`src/rtl/anita3_scaler_pkg.sv`:
```
// anita3_scaler_pkg: sweep addresses, frame size and FSM states shared by the scaler reader
package anita3_scaler_pkg;
    localparam logic [5:0] L3_BASE = 6'h10;
    localparam logic [5:0] C3PO_ADDR = 6'h27;
    localparam logic [5:0] SEC_ADDR = 6'h29;
    localparam int NWORDS = 18;
    localparam logic [7:0] HDR_MARK_DEF = 8'hA3;

    typedef enum logic [1:0] {IDLE, SETTLE, SCAN, COMMIT} state_t;

    // Scaler address of sweep word k; past the end it parks on the L3 base
    function automatic logic [5:0] sweep_addr(input logic [4:0] k);
        return k < 5'd16 ? L3_BASE | {2'b00, k[3:0]} :
               k == 5'd16 ? C3PO_ADDR :
               k == 5'd17 ? SEC_ADDR : L3_BASE;
    endfunction
endpackage

```
`src/rtl/anita3_scaler_dpram.sv`:
```
// anita3_scaler_dpram: 64x32 simple dual-port RAM, registered read, address MSB selects the bank
module anita3_scaler_dpram (
    input  logic        clk,
    input  logic        we,
    input  logic [5:0]  waddr,
    input  logic [31:0] wdata,
    input  logic [5:0]  raddr,
    output logic [31:0] rdata
);
    logic [31:0] mem [64];

    always_ff @(posedge clk) begin
        if (we) mem[waddr] <= wdata;
        rdata <= mem[raddr];
    end
endmodule

```
`src/rtl/anita3_scaler_reader.sv`:
```
// anita3_scaler_reader: per-PPS sweep of the scaler bus into a double-buffered frame store,
// streamed out as header + 18 words over valid/ready.
module anita3_scaler_reader
    import anita3_scaler_pkg::*;
#(
    parameter int         SETTLE_CYCLES = 4,
    parameter logic [7:0] HDR_MARK = HDR_MARK_DEF
) (
    input  logic        clk33_i,
    input  logic        rst_i,
    input  logic        pps_i,
    output logic [5:0]  scal_addr_o,
    input  logic [31:0] scal_dat_i,
    output logic [31:0] m_dat_o,
    output logic        m_valid_o,
    output logic        m_last_o,
    input  logic        m_ready_i,
    output logic [15:0] frame_cnt_o,
    output logic        busy_o
);
    state_t state, state_n;
    logic pps_r, pps_d, pps_edge;
    logic [15:0] settle_cnt;
    logic [4:0] widx, nxt, nxt_n;
    logic rd_bank, rd_full, drop, wr_en, commit_ok, drop_evt, load, hdr_acc, last_acc;
    logic [31:0] rdata;

    assign pps_edge = pps_r & ~pps_d;

    always_ff @(posedge clk33_i) begin
        if (rst_i) state <= IDLE;
        else state <= state_n;
    end

    always_comb begin
        state_n = state;
        case (state)
            IDLE:    if (pps_edge) state_n = SETTLE_CYCLES == 0 ? SCAN : SETTLE;
            SETTLE:  if (settle_cnt == 16'(SETTLE_CYCLES - 1)) state_n = SCAN;
            SCAN:    if (widx == 5'(NWORDS - 1)) state_n = COMMIT;
            default: state_n = IDLE;
        endcase
    end

    always_comb begin
        busy_o = state == SETTLE || state == SCAN;
        wr_en = state == SCAN;
        commit_ok = state == COMMIT && !rd_full;
        drop_evt = (pps_edge && state != IDLE) || (state == COMMIT && rd_full);
    end

    always_ff @(posedge clk33_i) begin
        if (rst_i) begin
            pps_r <= 1'b0;
            pps_d <= 1'b0;
            settle_cnt <= '0;
            widx <= '0;
            scal_addr_o <= L3_BASE;
        end else begin
            pps_r <= pps_i;
            pps_d <= pps_r;
            settle_cnt <= state == SETTLE ? settle_cnt + 16'd1 : '0;
            widx <= state == SCAN ? widx + 5'd1 : '0;
            scal_addr_o <= state == SCAN ? sweep_addr(widx + 5'd1) : L3_BASE;
        end
    end

    // nxt is the stream index of the next word to load (0 = header); the RAM is addressed
    // with the post-load index so its registered output is ready when the next slot opens.
    assign load = rd_full & (nxt <= 5'(NWORDS)) & (~m_valid_o | m_ready_i);
    assign nxt_n = load ? nxt + 5'd1 : nxt;
    assign hdr_acc = m_valid_o & m_ready_i & (nxt == 5'd1);
    assign last_acc = m_valid_o & m_ready_i & m_last_o;

    anita3_scaler_dpram ram (
        .clk(clk33_i),
        .we(wr_en),
        .waddr({~rd_bank, widx}),
        .wdata(scal_dat_i),
        .raddr({rd_bank, nxt_n - 5'd1}),
        .rdata(rdata)
    );

    always_ff @(posedge clk33_i) begin
        if (rst_i) begin
            rd_bank <= 1'b0;
            rd_full <= 1'b0;
            nxt <= '0;
            drop <= 1'b0;
            frame_cnt_o <= '0;
            m_valid_o <= 1'b0;
            m_last_o <= 1'b0;
            m_dat_o <= '0;
        end else begin
            rd_bank <= commit_ok ? ~rd_bank : rd_bank;
            rd_full <= commit_ok | (rd_full & ~last_acc);
            nxt <= last_acc ? 5'd0 : nxt_n;
            frame_cnt_o <= frame_cnt_o + 16'(commit_ok);
            // Only the drop the accepted header actually reported is cleared
            drop <= drop_evt | (drop & ~(hdr_acc & m_dat_o[23]));
            if (load) begin
                m_valid_o <= 1'b1;
                m_last_o <= nxt == 5'(NWORDS);
                m_dat_o <= nxt == 5'd0 ? {HDR_MARK, drop, 7'b0, frame_cnt_o} : rdata;
            end else if (m_ready_i) begin
                m_valid_o <= 1'b0;
                m_last_o <= 1'b0;
            end
        end
    end
endmodule

```
`config.mk`:
```
export PLATFORM = sky130hd
export DESIGN_NAME = anita3_scaler_reader
export DESIGN_NICKNAME = d
export VERILOG_FILES = /design/src/rtl/anita3_scaler_pkg.sv /design/src/rtl/anita3_scaler_dpram.sv /design/src/rtl/anita3_scaler_reader.sv
export SDC_FILE = /design/constraint.sdc
export NUM_CORES = 2
export LEC_CHECK = 0
export BUFFER_PORTS_ARGS = -buffer_cell sky130_fd_sc_hd__clkbuf_2
export CAP_MARGIN = 25
export CORE_ASPECT_RATIO = 1.5
export CORE_UTILIZATION = 53
export DETAILED_ROUTE_END_ITERATION = 6
export PLACE_DENSITY = 0.7
export SLEW_MARGIN = 15
export SYNTH_ARGS = -nofsm -noshare
export SYNTH_HDL_FRONTEND = slang
export SYNTH_SLANG_ARGS = --single-unit
```
`constraint.sdc`:
```
create_clock -name clk33_i -period 4.3 [get_ports clk33_i]
set_input_delay 0.43 -clock clk33_i [delete_from_list [all_inputs] [get_ports clk33_i]]
set_output_delay 0.43 -clock clk33_i [all_outputs]
set_load 0.02 [all_outputs]
```
==> results.py <==
metrics = {
    "grt": {
        "grt_max_degree": 210,
        "track_usage": 0.285,
        "grt_pass1_wl_um": 334000,
        "antenna_found_initial": 12,
        "grt_pass1_vias": 50700,
        "grt_overflow_total": 0,
    },
    "pwr": {
        "p_leak_uw": 0.0320,
        "p_switching_uw": 14200,
        "powerDensity_mw_per_mm2": 525,
        "p_int_uw": 35600,
        "swShare": 0.284,
        "irDropWorstVdd_mv": 0.471,
        "p_seq_frac": 0.477,
        "p_comb_frac": 0.189,
        "clock_power_share": 0.334,
    },
    "yosys": {
        "synth.most_common_cell": "edfxtp_1",
        "synth-edff-count": 2048,
        "synthesis.nets": 5964,
        "synthFlopType": "edfxtp_1",
        "syn_inst": 5912,
        "synth_seq_area_share": 0.761,
        "synth_top_cell_by_area": "edfxtp_1",
        "syn_area_mm2": 0.0840,
        "synthTopCellsByArea": "edfxtp_1, nand2_1, nand3_1",
        "synth_seq_cells": 2169,
        "ys_types": 60,
        "synth_top_area_frac": 0.732,
        "syn_area_per_cell_um2": 14.2,
        "synthArstFlopShare": 0,
        "yosys_warnings": 0,
        "synthTopCellsByCount": "edfxtp_1, nand2_1, nand3_1",
    },
    "sta": {
        "max_freq_mhz": 237,
        "relSlewSlack": 0.201,
        "post-route-min-period_ps": 4220,
        "skew_ps": 25.2,
        "setup_viol": 0,
        "setup-tns-final_ps": 0,
        "tightest_slew_ps": 1200,
        "whs_ps": 47.2,
        "period_share": 0.981,
        "rsz0062_at_grt": "no",
        "hold_violations": 0,
        "finalMaxSlewViolations": 0,
    },
    "clocking": {
        "clk_latency_ps": 810,
        "cts_buffers": 182,
        "numClockSinks": 2169,
        "ctsLongestPathBuffers": 3,
        "h-tree-depth": 4,
        "cts-root-buf": "clkbuf_16",
        "clk_pin_slew_ps": 70,
        "tritoncts": "yes",
    },
    "detailed_routing": {
        "postRouteAntennaNets": 0,
        "via_count": 52500,
        "first_iter_violations": 7295,
        "post_drt_wl_per_cell_um": 27.8,
        "detail_route.first_pass.iterations": 6,
        "routed_wl_um": 232000,
        "vias_per_cell": 6.30,
        "drc_errors": 0,
    },
    "place": {
        "place_congestion": 0.884,
        "dp_hpwl_um": 132000,
        "io_buffers": 92,
    },
    "finish": {
        "nFillCells": 11300,
        "layout-drive-gt1-share": 0.132,
        "layout.nets": 6164,
        "syn_to_final_growth_pct": 13.0,
    },
    "outcome": {
        "status": "finished clean",
    },
    "min_path": {
        "hp-class": "input pin to flop",
        "hold_start": "scal_dat_i[21]",
    },
    "setup_path": {
        "cp.arrival_ps": 4940,
        "crit_path_max_fanout": 22,
        "crit_path_start": "nxt[1]",
        "max_stage_delay_ps": 640,
        "crit_chain": "ha_2, nor2b_4, or4_4, nand4_4, inv_8, ha_2, xnor2_2, nor3_2, nor3_4, buf_12, buf_12, buf_4, a32oi_1, a31oi_1, a2111oi_1, a41o_1",
        "timing.rr.start": "nxt[1]",
        "setup.worst_path.end_class": "flop",
        "critPathSlowestCell": "a2111oi_1",
        "criticalPathCategory": "flop to flop",
        "worst_setup_path_start_kind": "flop",
        "required_ps": 5020,
    },
    "floorplanning": {
        "start_util": 0.535,
        "ioPinCount": 93,
        "num_rows": 178,
        "placeableCoreArea_mm2": 0.157,
        "die_w_um": 327,
        "die_h_um": 490,
        "dieArea_mm2": 0.160,
    },
    "flow_run": {
        "cap_violations": 0,
    },
}
[kinds of logic (layout without fill, tap and decap cells)]
| kind of cell | Yosys count | in the layout | share of synthesized area |
|---|---|---|---|
| simple gates | 2695 | 2695 | 0.138 |
| flops | 2169 | 2169 | 0.761 |
| compound gates | 390 | 390 | 0.0347 |
| buf+inv | 389 | 741 | 0.0208 |
| mux | 219 | 219 | 0.0395 |
| xor+xnor | 34 | 34 | 0.00354 |
| fa+ha+maj | 16 | 16 | 0.00238 |
| other cells | 0 | 6 | 0 |
[per-stage QoR]
stage                     area, um^2   util  total power (uW)  worst slack (ps)  instances
after detailed placement       88700  0.565             33400              -306       7987
after floorplan                84100      -             29100             -63.7       5912
after CTS                      94700  0.603             49700              53.3       8325
after global routing           94900  0.605             51200             0.233       8338
after global placement         88700  0.565             33300              -248       7984
final                          94900  0.605             49800              81.7       8340
[worst max-delay path, delay by kind of cell, from the launching register on]
family / cells / cell delay [ps]
compound gates: 4 / 1300
xor+xnor: 1 / 170
fa+ha+maj: 2 / 520
buf+inv: 4 / 600
flops: 1 / 420
simple gates: 5 / 1100
[per-layer routing]
metal | GRT usage | up-vias | part of all wire
li1 | - | 22500 | -
met2 | 0.474 | 3189 | 0.49
met1 | 0.367 | 26300 | 0.36
met3 | 0.0489 | 572 | 0.10
met5 | 0 | - | 0.00018
met4 | 0.135 | 8 | 0.049
[layout make-up]
class / instances / area, um^2 / share of cell area
clock inverters: 93 / 962 / 0.0101
diodes: 6 / 15.0 / 0.000158
well taps: 2070 / 2590 / 0.0273
repair buffers: 389 / 3450 / 0.0364
inverters: 16 / 70.1 / 0.000738
multi-input cells: 3354 / 18900 / 0.200
flip-flops and latches: 2169 / 63900 / 0.673
clock buffers: 243 / 4980 / 0.0524
[power groups by stage]
stage | combinational [uW] | sequential (uW) | clock [uW]
after floorplan | 5270 | 23900 | 0
after global placement | 9040 | 24200 | 0
after detailed placement | 9170 | 24200 | 0
after CTS | 9230 | 23700 | 16700
after global routing | 9970 | 23700 | 17400
final | 9430 | 23800 | 16600
[registers in the layout (all words and copies together) (netlist names), 2 cells and up]
| register | count |
|---|---|
| frame_cnt_o | 16 |
| ram.rdata | 32 |
| scal_addr_o | 6 |
| settle_cnt | 16 |
| ram.mem | 2048 |
| widx | 5 |
| nxt | 5 |
| m_dat_o | 32 |
| state | 2 |
[path summary, 6_finish.rpt]
kind / slack, ps / cells past startpoint / to
max: 80 / 16 / ram.rdata[5]
min: 50 / 1 / ram.mem[53][21]
max reg2reg: 80 / 16 / ram.rdata[5]
min reg2reg: 450 / 1 / settle_cnt[0]
[cell usage in the layout, fill, tap and decap left out, types with 49 or more instances in the layout]
cell       Yosys  layout
a31oi_1       57      57
a32oi_1      156     156
buf_12         0      49
buf_4         12     237
clkbuf_16      0     189
clkbuf_2       0      91
dfxtp_1      121     121
edfxtp_1    2048    2048
mux2i_1      129     129
mux4_2        90      90
nand2_1     1638    1637
nand3_1      668     668
nand4_1      186     186
nor2_1       136      74
nor2_4         0      62
o21ai_0       58      53
[repair_timing]
action,in CTS,in global routing
hold buffers,2,0
cloned,0,3
endpoints found under the hold margin,2,0
gates resized for setup,13,12
setup buffers,0,4
endpoints found under the setup margin,10,26
pin swaps,0,3
Power figures use the tool's default switching activity.
